<file path="config.mk">
export PLATFORM = sky130hd
export DESIGN_NAME = mips_fetch_stage
export DESIGN_NICKNAME = d
export VERILOG_FILES = /design/src/rtl/mips_fetch_stage.sv
export SDC_FILE = /design/constraint.sdc
export NUM_CORES = 1
export LEC_CHECK = 0
export CORE_MARGIN = 2
export CORE_UTILIZATION = 32
export CTS_CLUSTER_SIZE = 30
export DETAILED_ROUTE_END_ITERATION = 7
export PLACE_DENSITY_LB_ADDON = 0.15
export REMOVE_ABC_BUFFERS = 1
export SYNTH_ARGS = -nofsm -noshare
export SYNTH_HDL_FRONTEND = slang
export SYNTH_SLANG_ARGS = --single-unit
</file>
<file path="constraint.sdc">
create_clock -name clk -period 1.3 [get_ports clk]
set_input_delay 0.195 -clock clk [delete_from_list [all_inputs] [get_ports clk]]
set_output_delay 0.195 -clock clk [all_outputs]
set_load 0.02 [all_outputs]
</file>
<file path="src/rtl/mips_fetch_stage.sv">
// MIPS IF stage: issues instruction-SRAM reads from nextpc and holds the PC/instruction pair for decode.
// Define FE_INST_BUF_EN to latch the instruction during stalls instead of re-reading the SRAM.
module mips_fetch_stage #(
  parameter logic [31:0] RESET_PC = 32'hbfbffffc
) (
  input  logic        clk,
  input  logic        resetn,
  input  logic [31:0] nextpc,
  input  logic        de_allowin,
  input  logic        flush,
  output logic        inst_sram_en,
  output logic [3:0]  inst_sram_wen,
  output logic [31:0] inst_sram_addr,
  output logic [31:0] inst_sram_wdata,
  input  logic [31:0] inst_sram_rdata,
  output logic        fe_valid,
  output logic [31:0] fe_pc,
  output logic [31:0] fe_instruction,
  output logic        fe_allowin,
  output logic        fe_to_de_valid,
  output logic        fe_adel
);

  logic        started;
  logic        req;
  logic        buf_valid;
  logic [31:0] inst_buf;

  assign fe_allowin      = !fe_valid | de_allowin | flush;
  assign fe_to_de_valid  = fe_valid & !flush;
  assign req             = started & fe_allowin;
  assign inst_sram_wen   = 4'b0;
  assign inst_sram_wdata = 32'b0;

`ifdef FE_INST_BUF_EN
  assign inst_sram_en   = req;
  assign inst_sram_addr = nextpc;
`else
  // Without a buffer the held word is re-read every stalled cycle.
  assign inst_sram_en   = started;
  assign inst_sram_addr = fe_allowin ? nextpc : fe_pc;
`endif

  always_ff @(posedge clk or negedge resetn) begin
    if (!resetn) started <= 1'b0;
    else         started <= 1'b1;
  end

  always_ff @(posedge clk or negedge resetn) begin
    if (!resetn) begin
      fe_valid <= 1'b0;
      fe_pc    <= RESET_PC;
    end else if (req) begin
      fe_valid <= 1'b1;
      fe_pc    <= nextpc;
    end else if (fe_valid & de_allowin) begin
      fe_valid <= 1'b0;
    end
  end

`ifdef FE_INST_BUF_EN
  // Capture once on the first stall edge; the SRAM output is free to change afterwards.
  always_ff @(posedge clk or negedge resetn) begin
    if (!resetn) begin
      buf_valid <= 1'b0;
      inst_buf  <= 32'b0;
    end else if (req | flush) begin
      buf_valid <= 1'b0;
    end else if (fe_valid & !de_allowin & !buf_valid) begin
      buf_valid <= 1'b1;
      inst_buf  <= inst_sram_rdata;
    end
  end
`else
  assign buf_valid = 1'b0;
  assign inst_buf  = 32'b0;
`endif

  assign fe_instruction = buf_valid ? inst_buf : inst_sram_rdata;
  assign fe_adel        = fe_valid & (fe_pc[1:0] != 2'b00);

endmodule

</file>
Word-level counts from Yosys, hierarchy flattened:

Index checks and enable logic that the tools add are counted.

* register bits: 34
* output and inout bits: 137
* word-level logic and storage cells: 16

* muxes and demuxes: 3
* bitwise logic cells: 6
* reduce and logical (&&, ||, !) cells: 4

Operators by type and width (number)
* $mux 32: 1
* $and 1x1->1: 4
* $reduce_bool 2->1: 2
* $logic_not 1->1: 2
* $mux 1: 2
* $or 1x1->1: 2

Depth between registers and ports, before layout:

* word-level depth: 5
* mapped depth: 4

Worst setup path after synthesis:

No wires, ideal clock.

* kind: reg2out
* start point: register fe_valid
* end point: output inst_sram_addr[12]
* arrival: 1.492 ns
* required time: 1.105 ns
* path slack: -0.387 ns
* cell stages (with the launch flop): 5
* path through: dfrtp_1 > nor3b_2 > buf_4 > buf_4 > o21ai_0

* word-level cells in the longest chain between the ends: 4

Ends and longest elaborated chain
* start: declaration: line 16 `output logic fe_valid,`
* start signal: assignment: line 51 `fe_valid <= 1'b0;`
* start signal: assignment: line 54 `fe_valid <= 1'b1;`
* start signal: assignment: line 57 `fe_valid <= 1'b0;`
* $logic_not 1->1: line 29 `assign fe_allowin = !fe_valid | de_allowin | flush;`
* $or 1x1->1 (2 in a row): line 29
* $mux 32: line 41 `assign inst_sram_addr = fe_allowin ? nextpc : fe_pc;`
* end: declaration: line 13 `output logic [31:0] inst_sram_addr,`

Every way passes these cells.

Worst setup path in the final report:

* start point: register fe_valid
* end point: output inst_sram_addr[13]

Same word-level chain as after synthesis.

==> summary.md <==
| Metric | Value |
|---|---|
| Status | `finished with violations` |
| Violated checks | `setup timing` |
| Synth cell types | `20` |
| Max-Cap Viols | `0` |
| Fin cells | `572` |
| Wirelength, routed | `10100 um` |
| Antenna-violating nets left | `0` |
| # H-tree levels | `2` |
| Post-synthesis instance total | `325` |
| CTS Buf Count | `5` |
| Avg Inst Size Synth | `8.53 um2` |
| # setup viols final | `51` |
| Final Cycle Share | `137%` |
| Height of the die | `97.1 um` |
| Max Clk Rate | `562 MHz` |
| Vias | `2709` |
| DRT iter0 DRCs | `91` |
| # diodes | `0` |
| Vias/cell | `4.74` |
| Critical Path RT | `1110 ps` |
| Initial antenna violation count | `0` |
| Leakage power | `0.00215 uW` |
| Synthesis-to-layout area growth | `71.3%` |
| Drt pass-1 iters | `4` |
| Num rows | `33` |
| Area of the die | `9430 um2` |
| Count of input and output buffers | `104` |
| Die X | `97.1 um` |
| Min Tclk post-route | `1780 ps` |
| Clk root buf | `clkbuf_8` |
| Crit path max fanout | `7` |
| Clk_lat worst skew | `280 ps` |
| Max clock buf depth | `2` |
| Seq cells post-synth | `34` |
| Pwr Density | `892 nW/um2` |
| Clock transition at path regs | `80 ps` |
| Worst reg-to-reg setup slack | `-100 ps` |
| Mapped cell area | `2770 um2` |
| Grt total ovfl | `0` |
| Setup TNS | `-15050 ps` |
| Final Hold Viols | `0` |
| All-Layer GR Usage | `20.5%` |
| Crit Path Category | `register to output port` |
| Synth Warn # | `0` |
| First-pass GRT wire length | `15200 um` |
| Initial Util | `33.4%` |
| Clock skew | `7.12 ps` |
| Crit. End Element | `output port` |
| Post-synth top area share | `26.5%` |
| Layout cells sized above 1 | `49.7%` |
| Sequential share of the synthesized area | `31.9%` |
| Vias in the first global route | `2699` |
| DP Cell Count | `539` |
| Final HPWL DP | `6550 um` |
| Worst Path Arrival | `1580 ps` |
| RSZ-0062 raised after global routing | `true` |
| CTS tree | `built` |
| Largest net degree at the start of global routing | `37` |
| Final Max Slew Viols | `0` |
| # fillers | `770` |
| Clk sinks | `34` |
| Synth top area cells | `dfstp_2, buf_4, nand4bb_1, o211ai_1, nand2b_1` |
| Hold Path Class | `primary input to async pin` |
| Num ports | `205` |
| Mean routed wirelength per cell | `17.6 um` |
| Post-route DRC | `0` |
| Final net count | `534` |
| CORE AREA | `8300 um2` |
| Area leader, netlist | `dfstp_2` |
| Worst Setup Slack, final | `-478 ps` |
| Gpl congestion | `0.766` |
| Crit start category | `register` |
| Worst vdd ir | `0.000509 V` |
-- Yosys cell counts --
library cell / number
buf_2: 1
conb_1: 2
o21ai_0: 30
o211ai_1: 32
nor3b_2: 1
nand2b_1: 32
dfrtp_1: 6
buf_4: 71
nand4bb_1: 29
o21a_1: 1
dfstp_2: 28
clkbuf_1: 15
buf_6: 3
nand2_1: 32
nor2b_1: 1
clkbuf_2: 1
inv_1: 34
or4bb_2: 3
a21o_1: 1
o21ai_1: 2
-- placed cells by master, fill, tap and decap left out, types with 2 or more instances in the layout --
| cell | Yosys | final |
|---|---|---|
| nand4bb_4 | 0 | 9 |
| dfrtp_2 | 0 | 2 |
| clkbuf_2 | 1 | 3 |
| o21ai_4 | 0 | 12 |
| buf_2 | 1 | 8 |
| conb_1 | 2 | 37 |
| o21ai_1 | 2 | 5 |
| inv_1 | 34 | 33 |
| nand2_1 | 32 | 32 |
| nand2b_1 | 32 | 32 |
| buf_12 | 0 | 7 |
| or4bb_4 | 0 | 3 |
| o21ai_2 | 0 | 15 |
| dlygate4sd2_1 | 0 | 3 |
| o211ai_1 | 32 | 32 |
| nand4bb_1 | 29 | 20 |
| buf_16 | 0 | 4 |
| buf_6 | 3 | 56 |
| dfstp_2 | 28 | 28 |
| clkdlybuf4s50_1 | 0 | 32 |
| dfrtp_1 | 6 | 4 |
| clkbuf_8 | 0 | 6 |
| buf_8 | 0 | 2 |
| buf_4 | 71 | 72 |
-- critical path, stage by stage, from the launching register on --
cell     delay (ps)
dfrtp_2         440
nor3b_4         170
buf_6           130
buf_12          130
buf_16          150
o21ai_4         140
buf_6           130
-- metrics by stage --
| stage | util (%) | hold WS [ps] | setup slack, ps | total power, uW | instance area [um2] |
|---|---|---|---|---|---|
| floorplan | - | -101 | -2250 | 2110 | 2270 |
| global placement | 47.3 | 157 | -1060 | 3080 | 3930 |
| detailed placement | 47.3 | 153 | -1060 | 3100 | 3930 |
| CTS | 54.4 | 367 | -483 | 4130 | 4520 |
| global route | 57.2 | 390 | -541 | 4460 | 4750 |
| finish | 57.2 | 367 | -478 | 4240 | 4750 |
-- sequential cells by signal, indices dropped and copies added (netlist names) --
register / flops
fe_valid: 1
fe_pc: 32
inst_sram_en: 1
-- cell families (layout without fill, tap and decap cells) --
logic type | count (synthesis) | count (layout) | synth area share [%]
other | 2 | 37 | 0.271
buffers and inverters | 125 | 232 | 27.4
and+or+nand+nor | 98 | 98 | 25.4
DFF | 34 | 34 | 31.9
AOI/OAI and AO/OA | 66 | 66 | 15.0
-- power breakdown --
group          leakage [uW]  internal [uW]  total [uW]  switching, uW
Clock             0.0000482            428         829            401
Combinational       0.00174           1040        2040            996
Sequential         0.000363           1280        1370           94.5
-- area by class of cell --
| class | instances | area [um2] | share of cell area [%] |
|---|---|---|---|
| Sequential cell | 34 | 888 | 18.7 |
| Multi-Input combinational cell | 201 | 1610 | 33.9 |
| Tap cell | 105 | 131 | 2.77 |
| Inverter | 34 | 130 | 2.74 |
| Timing Repair Buffer | 190 | 1900 | 40.0 |
| Clock inverter | 1 | 5.00 | 0.105 |
| Clock buffer | 7 | 86.3 | 1.82 |
-- final timing paths --
kind | from | endpoint | depth (start not counted)
max in group asynchronous | resetn | fe_pc[24] | 3
worst min-delay path | resetn | fe_pc[0] | 2
worst min register to register | fe_pc[20] | fe_pc[20] | 2
min in group clk | inst_sram_rdata[20] | fe_instruction[20] | 0
worst max-delay path | fe_valid | inst_sram_addr[13] | 6
worst max register to register | fe_valid | fe_pc[24] | 6
-- per-layer routing --
| metal | track usage, % | share of wire, % |
|---|---|---|
| met2 | 30.3 | 44 |
| met5 | 3.85 | 0.47 |
| met4 | 4.33 | 0.80 |
| met1 | 27.8 | 44 |
| met3 | 8.56 | 10 |
-- what timing repair did --
item / in CTS / in global routing
resized for setup: 459 / 65
pin swaps: 21 / 15
gates cloned: 5 / 1
endpoints found under the hold margin: 2 / 0
endpoints found under the setup margin: 101 / 74
hold buffers: 1 / 0
buffers inserted: 19 / 5
Power figures use the tool's default switching activity.
